File: src/rtl/fadd_sub_norm_round.sv
// -----------------------------------------------------------------------------
// fadd_sub_norm_round
//
// Back half of the binary32 add/sub datapath. Takes the aligned mantissas,
// common exponent and special-case flags from the extract/align stage. It then
// performs the magnitude add/sub, normalization, rounding and packing.
//
// Pipeline: three register stages that all advance together.
//   S1 : magnitude add/sub, result sign, special-case result selection
//   S2 : normalization (carry right-shift or leading-zero left-shift)
//   S3 : rounding, overflow/underflow handling, packing -> result/fflags
//
// Handshake (both sides are valid/ready):
//   A transfer happens on a rising edge where valid && ready are both high.
//   in_ready = advance = !out_valid || out_ready. in_ready does not depend on
//   in_valid. On advance every stage register loads from the stage before it.
//   While out_valid && !out_ready, every stage holds and result/fflags stay
//   stable.
//
// Ports:
//   clk, reset_n            core clock, asynchronous active-low reset
//   in_valid / in_ready     operand bundle handshake
//   rm[2:0]                 rounding mode (RNE, RTZ, RDN, RUP, RMM; others RNE)
//   sign1, sign2            operand signs (sign2 already carries add/sub)
//   exp_res[7:0]            common aligned exponent
//   mantissa1/2_aligned     [47] carry room, [46] hidden, [45:23] fraction,
//                           [22:0] bits shifted out during alignment
//   NaN, inf1, inf2, zero   operand classification
//   res_zero                exact cancellation detected upstream
//   out_valid / out_ready   result handshake
//   result[31:0]            packed binary32
//   fflags[4:0]             {NV, DZ, OF, UF, NX}; DZ is always 0
// -----------------------------------------------------------------------------
module fadd_sub_norm_round #(
  parameter int unsigned LATENCY   = 3,
  parameter logic [31:0] CANON_NAN = 32'h7FC00000
) (
  input  logic        clk,
  input  logic        reset_n,
  input  logic        in_valid,
  output logic        in_ready,
  input  logic [2:0]  rm,
  input  logic        sign1,
  input  logic        sign2,
  input  logic [7:0]  exp_res,
  input  logic [47:0] mantissa1_aligned,
  input  logic [47:0] mantissa2_aligned,
  input  logic        NaN,
  input  logic        inf1,
  input  logic        inf2,
  input  logic        zero,
  input  logic        res_zero,
  output logic        out_valid,
  input  logic        out_ready,
  output logic [31:0] result,
  output logic [4:0]  fflags
);

  localparam logic [2:0] RM_RTZ = 3'b001;
  localparam logic [2:0] RM_RDN = 3'b010;
  localparam logic [2:0] RM_RUP = 3'b011;
  localparam logic [2:0] RM_RMM = 3'b100;

  // An exact-zero sum with equal signs can only come from two zero operands.
  // So the zero path is recognised from the sum itself and this flag is not
  // needed for any decision.
  logic unused_zero;
  assign unused_zero = zero;

  // ---------------------------------------------------------------------------
  // Pipeline control
  // ---------------------------------------------------------------------------
  logic [LATENCY-1:0] vld_q;
  logic               advance;

  assign out_valid = vld_q[LATENCY-1];
  assign advance   = !out_valid || out_ready;
  assign in_ready  = advance;

  // ---------------------------------------------------------------------------
  // S1: magnitude add/sub and special-case selection
  // ---------------------------------------------------------------------------
  logic [47:0] s1_sum_d,       s1_sum_q;
  logic        s1_sign_d,      s1_sign_q;
  logic [7:0]  s1_exp_q;
  logic [2:0]  s1_rm_q;
  logic        s1_spec_d,      s1_spec_q;
  logic [31:0] s1_spec_res_d,  s1_spec_res_q;
  logic [4:0]  s1_spec_flg_d,  s1_spec_flg_q;
  logic        m1_gt_m2;
  logic        sum_zero;

  always_comb begin
    s1_sum_d      = '0;
    s1_sign_d     = sign1;
    s1_spec_d     = 1'b0;
    s1_spec_res_d = '0;
    s1_spec_flg_d = '0;
    m1_gt_m2      = mantissa1_aligned > mantissa2_aligned;

    if (sign1 == sign2) begin
      s1_sum_d  = mantissa1_aligned + mantissa2_aligned;
      s1_sign_d = sign1;
    end else if (m1_gt_m2) begin
      s1_sum_d  = mantissa1_aligned - mantissa2_aligned;
      s1_sign_d = sign1;
    end else if (mantissa1_aligned != mantissa2_aligned) begin
      s1_sum_d  = mantissa2_aligned - mantissa1_aligned;
      s1_sign_d = sign2;
    end

    sum_zero = (s1_sum_d == '0);

    // Priority order matters: NaN beats inf-inf, which beats single infinities.
    if (NaN) begin
      s1_spec_d     = 1'b1;
      s1_spec_res_d = CANON_NAN;
    end else if (inf1 && inf2 && (sign1 != sign2)) begin
      s1_spec_d     = 1'b1;
      s1_spec_res_d = CANON_NAN;
      s1_spec_flg_d = 5'b10000;
    end else if (inf1) begin
      s1_spec_d     = 1'b1;
      s1_spec_res_d = {sign1, 8'hFF, 23'd0};
    end else if (inf2) begin
      s1_spec_d     = 1'b1;
      s1_spec_res_d = {sign2, 8'hFF, 23'd0};
    end else if (res_zero || (sum_zero && (sign1 != sign2))) begin
      // Cancellation yields +0, except -0 when rounding toward -inf.
      s1_spec_d     = 1'b1;
      s1_spec_res_d = {(rm == RM_RDN), 31'd0};
    end else if (sum_zero) begin
      s1_spec_d     = 1'b1;
      s1_spec_res_d = {sign1, 31'd0};
    end
  end

  // ---------------------------------------------------------------------------
  // S2: normalization
  // ---------------------------------------------------------------------------
  logic [5:0]  lzc;
  logic [8:0]  e_eff;
  logic [8:0]  shift_lim;
  logic [5:0]  shamt;
  logic [46:0] s2_mant_d,      s2_mant_q;
  logic [8:0]  s2_exp_d,       s2_exp_q;
  logic        s2_sticky_d,    s2_sticky_q;
  logic        s2_sign_q;
  logic [2:0]  s2_rm_q;
  logic        s2_spec_q;
  logic [31:0] s2_spec_res_q;
  logic [4:0]  s2_spec_flg_q;

  always_comb begin
    // Leading zeros counted from bit 46; the highest set bit wins.
    lzc = 6'd47;
    for (int i = 0; i < 47; i++) begin
      if (s1_sum_q[i]) lzc = 6'(46 - i);
    end

    // Exponent 0 carries the same scale as exponent 1 (subnormal range).
    e_eff       = (s1_exp_q == 8'd0) ? 9'd1 : {1'b0, s1_exp_q};
    shift_lim   = e_eff - 9'd1;
    shamt       = '0;
    s2_mant_d   = s1_sum_q[46:0];
    s2_exp_d    = e_eff;
    s2_sticky_d = 1'b0;

    if (s1_sum_q[47]) begin
      s2_mant_d   = s1_sum_q[47:1];
      s2_exp_d    = e_eff + 9'd1;
      s2_sticky_d = s1_sum_q[0];
    end else begin
      // Never shift below exponent 1; what is left stays subnormal.
      shamt     = ({3'd0, lzc} > shift_lim) ? shift_lim[5:0] : lzc;
      s2_mant_d = s1_sum_q[46:0] << shamt;
      s2_exp_d  = e_eff - {3'd0, shamt};
    end

    // Without the hidden bit the value is subnormal and encodes exponent 0.
    if (!s2_mant_d[46]) s2_exp_d = '0;
  end

  // ---------------------------------------------------------------------------
  // S3: rounding and packing
  // ---------------------------------------------------------------------------
  logic [23:0] kept;
  logic        guard_b;
  logic        sticky_b;
  logic        inc;
  logic        ovf_to_inf;
  logic [24:0] kept_r;
  logic [8:0]  exp_r;
  logic        nx;
  logic [31:0] result_d;
  logic [4:0]  fflags_d;

  always_comb begin
    kept     = s2_mant_q[46:23];
    guard_b  = s2_mant_q[22];
    sticky_b = (|s2_mant_q[21:0]) | s2_sticky_q;
    nx       = guard_b || sticky_b;

    case (s2_rm_q)
      RM_RTZ:  inc = 1'b0;
      RM_RDN:  inc = s2_sign_q && nx;
      RM_RUP:  inc = !s2_sign_q && nx;
      RM_RMM:  inc = guard_b;
      default: inc = guard_b && (sticky_b || kept[0]);
    endcase

    // Overflow goes to infinity unless the mode rounds toward zero for this sign.
    case (s2_rm_q)
      RM_RTZ:  ovf_to_inf = 1'b0;
      RM_RDN:  ovf_to_inf = s2_sign_q;
      RM_RUP:  ovf_to_inf = !s2_sign_q;
      default: ovf_to_inf = 1'b1;
    endcase

    kept_r = {1'b0, kept} + {24'd0, inc};
    // A normal mantissa carrying out, or a subnormal one rounding up into the
    // hidden bit, each bump the exponent by one.
    exp_r  = s2_exp_q + {8'd0, kept_r[24]}
                      + {8'd0, (s2_exp_q == 9'd0) && kept_r[23]};

    result_d = {s2_sign_q, exp_r[7:0], kept_r[22:0]};
    fflags_d = {3'b000, nx && (exp_r == 9'd0), nx};

    if (exp_r >= 9'd255) begin
      fflags_d = 5'b00101;
      result_d = ovf_to_inf ? {s2_sign_q, 8'hFF, 23'd0}
                            : {s2_sign_q, 8'hFE, 23'h7FFFFF};
    end

    if (s2_spec_q) begin
      result_d = s2_spec_res_q;
      fflags_d = s2_spec_flg_q;
    end
  end

  // ---------------------------------------------------------------------------
  // Stage registers
  // ---------------------------------------------------------------------------
  always_ff @(posedge clk or negedge reset_n) begin
    if (!reset_n) begin
      vld_q         <= '0;
      s1_sum_q      <= '0;
      s1_sign_q     <= 1'b0;
      s1_exp_q      <= '0;
      s1_rm_q       <= '0;
      s1_spec_q     <= 1'b0;
      s1_spec_res_q <= '0;
      s1_spec_flg_q <= '0;
      s2_mant_q     <= '0;
      s2_exp_q      <= '0;
      s2_sticky_q   <= 1'b0;
      s2_sign_q     <= 1'b0;
      s2_rm_q       <= '0;
      s2_spec_q     <= 1'b0;
      s2_spec_res_q <= '0;
      s2_spec_flg_q <= '0;
      result        <= '0;
      fflags        <= '0;
    end else if (advance) begin
      vld_q         <= {vld_q[LATENCY-2:0], in_valid};
      s1_sum_q      <= s1_sum_d;
      s1_sign_q     <= s1_sign_d;
      s1_exp_q      <= exp_res;
      s1_rm_q       <= rm;
      s1_spec_q     <= s1_spec_d;
      s1_spec_res_q <= s1_spec_res_d;
      s1_spec_flg_q <= s1_spec_flg_d;
      s2_mant_q     <= s2_mant_d;
      s2_exp_q      <= s2_exp_d;
      s2_sticky_q   <= s2_sticky_d;
      s2_sign_q     <= s1_sign_q;
      s2_rm_q       <= s1_rm_q;
      s2_spec_q     <= s1_spec_q;
      s2_spec_res_q <= s1_spec_res_q;
      s2_spec_flg_q <= s1_spec_flg_q;
      result        <= result_d;
      fflags        <= fflags_d;
    end
  end

endmodule
File: config.mk
export PLATFORM = sky130hd
export DESIGN_NAME = fadd_sub_norm_round
export DESIGN_NICKNAME = d
export VERILOG_FILES = /design/src/rtl/fadd_sub_norm_round.sv
export SDC_FILE = /design/constraint.sdc
export NUM_CORES = 1
export LEC_CHECK = 0
export BUFFER_PORTS_ARGS = -buffer_cell sky130_fd_sc_hd__clkbuf_2
export CAP_MARGIN = 25
export CORE_MARGIN = 8
export CORE_UTILIZATION = 40
export CTS_BUF_LIST = sky130_fd_sc_hd__clkbuf_4
export CTS_CLUSTER_DIAMETER = 50
export DETAILED_ROUTE_END_ITERATION = 10
export REMOVE_ABC_BUFFERS = 1
export SYNTH_ARGS = -nofsm -noshare
export SYNTH_HDL_FRONTEND = slang
export SYNTH_SLANG_ARGS = --single-unit
File: constraint.sdc
create_clock -name clk -period 8.2 [get_ports clk]
set_clock_uncertainty 0.1 [all_clocks]
set_input_delay 0.82 -clock clk [delete_from_list [all_inputs] [get_ports clk]]
set_output_delay 0.82 -clock clk [all_outputs]
set_load 0.02 [all_outputs]
==> flow_summary.yaml <==
critical_path:
  worst_ep_arrival_time_ns: 7.10
  r2r_slack_ns: 1.52
  path_max_fanout: 46
  rr_worst_depth: 20
  start_kind: "flop"
  worstPathRequired_ns: 8.62
  r2r-end: "s2_exp_q[1]"
  end_kind: "flop"
  r2r-start: "s1_sum_q[4]"
  critPathKind: "flop to flop"
global_route:
  grt_overflow: 0
  grt_pass1_vias: 20988
  grt.total_usage: 0.248
  grt_max_degree: 107
  antenna_found_initial: 1
  grt_pass1_wl_um: 121000
cells_and_area:
  fill_cells: 5602
  area_growth_pct: 6.21
  final_area_sq_um: 22500
  layout.nets: 3167
  drive_gt1_frac: 0.104
  seqCellArea_sq_um: 4260
  multi_input_area_sq_um: 15500
power_and_ir_drop:
  p_int_mw: 2.79
  p_leak_nw: 10.1
  combPwrFrac: 0.644
  power_frac_seq: 0.271
  sw_frac_of_total: 0.538
  cellPowerDensity_nw_per_um2: 268
  p_sw_mw: 3.25
  clockPowerShare: 0.085
  ir_drop_mv: 0.217
  report.power.total_mw: 6.04
cts:
  clk_pin_slew_ns: 0.16
  clkLatencyLatePin_ns: 0.64
  cts_max_level: 4
  cts_buffers: 17
  ctsResizeCount: 0
  clockBufferDepth: 2
  cts_num_sinks: 170
  cts_tree: "built"
  cts_setup_buffers: 0
  root_buffer: "clkbuf_4"
drt:
  post_drt_wl_per_cell_um: 21.7
  drtAntennaViolNets: 0
  drtIter0Drc: 1894
  route.detailed.drc: 0
  routed-via-count: 21896
  viasPerCell: 6.10
  wirelength_um: 77900
  drt_first_pass_iters: 8
hold_path:
  hold_depth: 3
  holdPathEnd: "s1_exp_q[4]"
  holdCritPathClass: "input pin to flop"
  min_from: "exp_res[4]"
placed_design:
  routabilityCongestion: 0.925
  portBuffers: 154
  dpl.hpwl_um: 61300
  place_area_sq_um: 22200
synth:
  yosysWarningCount: 0
  netlist_area_sq_um: 21200
  netlist_instances: 2884
  avgSynthCellArea_sq_um: 7.35
  ys_types: 108
  synth_edf_count: 0
  ys_seq_area_frac: 0.201
  synth-seq-cells: 170
  dominantRegCellSynth: "dfrtp_1"
  synthArstFlopShare: 1.00
die:
  start_util: 0.404
  io_pins: 157
  dieArea_sq_um: 60700
  fp.dieH_um: 246
  core_sq_um: 52600
  num_rows: 84
  fp.dieW_um: 246
sta:
  fin_crit_ns: 6.68
  maxSlewViolCount: 0
  fmax_mhz: 150
  rsz0062_at_grt: "no"
  tightest_slew_ns: 1.05
  relSlewSlack: 0.298
  period_share: 0.815
  hold_violations: 0
  setup_violations: 0
outcome:
  outcome: "complete, no violations"
run:
  drv_cap: 0
[area by class of cell]
type                            count  area share
Antenna cell                        3    0.000333
Clock buffer                       17     0.00566
Clock inverter                     15     0.00716
Inverter                          172      0.0288
Multi-Input combinational cell   2341       0.686
Sequential cell                   170       0.189
Tap cell                          688      0.0382
Timing Repair Buffer              181      0.0448
[flip-flops by register name, indices dropped and copies added, names as in the netlist, 3 cells and up]
register / cells
s1_sum_q: 48
s2_mant_q: 47
s2_exp_q: 9
s2_rm_q: 3
result: 32
fflags: 4
s1_rm_q: 3
s1_spec_res_q: 3
vld_q: 3
s1_exp_q: 8
s2_spec_res_q: 3
[power by group through the flow]
stage	Combinational [mW]	Sequential (mW)	Clock, mW
after detailed placement	3.82	1.64	0
final	3.89	1.64	0.514
after global routing	4.23	1.69	0.561
after global placement	3.80	1.63	0
after CTS	3.84	1.62	0.536
after floorplan	2.65	1.58	0
[per-stage QoR]
stage / utilization / setup TNS [ns] / worst slack (ns) / hold slack, ns / cells
final: 0.429 / 0 / 1.52 / 0.274 / 3587
after global routing: 0.429 / 0 / 1.08 / 0.237 / 3587
after CTS: 0.428 / 0 / 1.57 / 0.165 / 3582
after detailed placement: 0.422 / 0 / 1.61 / 0.358 / 3550
after global placement: 0.422 / 0 / 1.67 / 0.345 / 3549
after floorplan: - / -564.72 / -5.05 / 0.330 / 2683
[worst max-delay path, cell delays in order, from the launching register on]
cell	delay (ns)
dfrtp_1	0.51
o31ai_1	0.32
a211oi_1	0.13
o311ai_0	0.43
a21oi_1	0.28
or2_2	0.37
ha_1	0.29
nor2b_1	0.13
o21a_1	0.16
o21ai_0	0.16
a21oi_1	0.12
o21a_1	0.43
o31ai_4	0.37
buf_4	0.62
inv_2	0.37
mux2i_1	0.21
nand2_1	0.09
o21ai_0	0.38
a2111oi_4	0.52
nand3_1	0.29
a21boi_0	0.21
[routing by layer]
metal	vias to the layer above	GRT usage	wire length, um	share of wire
met3	129	0.0250	4300	0.055
met5	-	0	0	0
met2	808	0.403	35800	0.46
met1	10523	0.341	35300	0.45
met4	0	0.0791	2450	0.031
li1	10436	-	-	-
[cell usage after synthesis (16+ instances only)]
cell	n	area, sq um
nor3_1	61	305
a211oi_1	53	398
o211ai_1	29	218
a221oi_1	43	377
a21oi_1	290	1450
xnor2_1	54	473
inv_1	171	642
nand4_1	42	263
a31oi_1	35	219
a22oi_1	16	120
dfrtp_1	170	4250
o21bai_1	33	248
nand3_1	45	225
nor2b_1	28	175
nor2_1	295	1110
ha_1	161	2010
buf_4	16	120
a21o_1	39	293
xor2_1	26	228
and3_1	26	163
o21ai_0	205	1030
mux2_2	38	428
clkbuf_1	115	432
nand2_1	310	1160
mux2i_1	134	1340
o31ai_1	22	165
nor4_1	37	231
o21a_1	25	188
buf_2	48	240
nand2b_1	38	238
[worst max path at each step]
stage / start / to / slack, ns / depth (start not counted)
6_report: s1_sum_q[4] / s2_exp_q[1] / 1.52 / 20
5_1_grt: s1_sum_q[1] / s2_exp_q[8] / 1.08 / 26
4_1_cts: s1_sum_q[4] / s2_exp_q[8] / 1.57 / 25
3_5_place_dp: s1_sum_q[4] / s2_exp_q[1] / 1.61 / 20
3_3_place_gp: s1_sum_q[1] / s2_exp_q[8] / 1.67 / 21
2_1_floorplan: out_ready / s1_spec_res_q[31] / -5.05 / 5
[cell families after synthesis]
group | after synthesis | share of synthesized area
flip-flops | 170 | 0.201
adder cells (fa/ha/maj) | 166 | 0.0997
AND/OR/NAND/NOR | 960 | 0.212
buffers and inverters | 373 | 0.0753
XOR/XNOR | 80 | 0.0330
AO/OA/AOI/OAI | 960 | 0.294
other | 1 | 0.000177
multiplexers | 174 | 0.0850
[what timing repair did]
item	4_1_cts	5_1_grt
hold endpoints to repair	0	29
hold buffers	0	1
setup endpoints to repair	0	0
[cells in the final DEF (no fill, tap or decap), types with 9 or more instances in the layout]
cell and count:
clkbuf_4 17, inv_1 170, mux2_2 38, o211ai_1 29, a211oi_1 53, nand3_1 45
ha_1 161, nand4_1 42, clkbuf_2 153, xor2_1 25, xnor2_1 53, and2_1 15
nor2b_1 27, nor3_1 61, o31ai_1 21, and3_1 26, o21a_1 25, a22oi_1 16
a31oi_1 35, nor4_1 37, o22ai_1 12, a21boi_0 9, a221oi_1 43, a21o_1 39
o21ai_0 205, o21bai_1 33, mux2i_1 134, o22a_1 11, dfrtp_1 169, buf_4 24
or3_1 14, nand2b_1 38, a21oi_1 289, nor2_1 293, nand2_1 310, a211o_1 11
o21ai_1 13
Note: power is estimated with default switching activity, not from simulation.
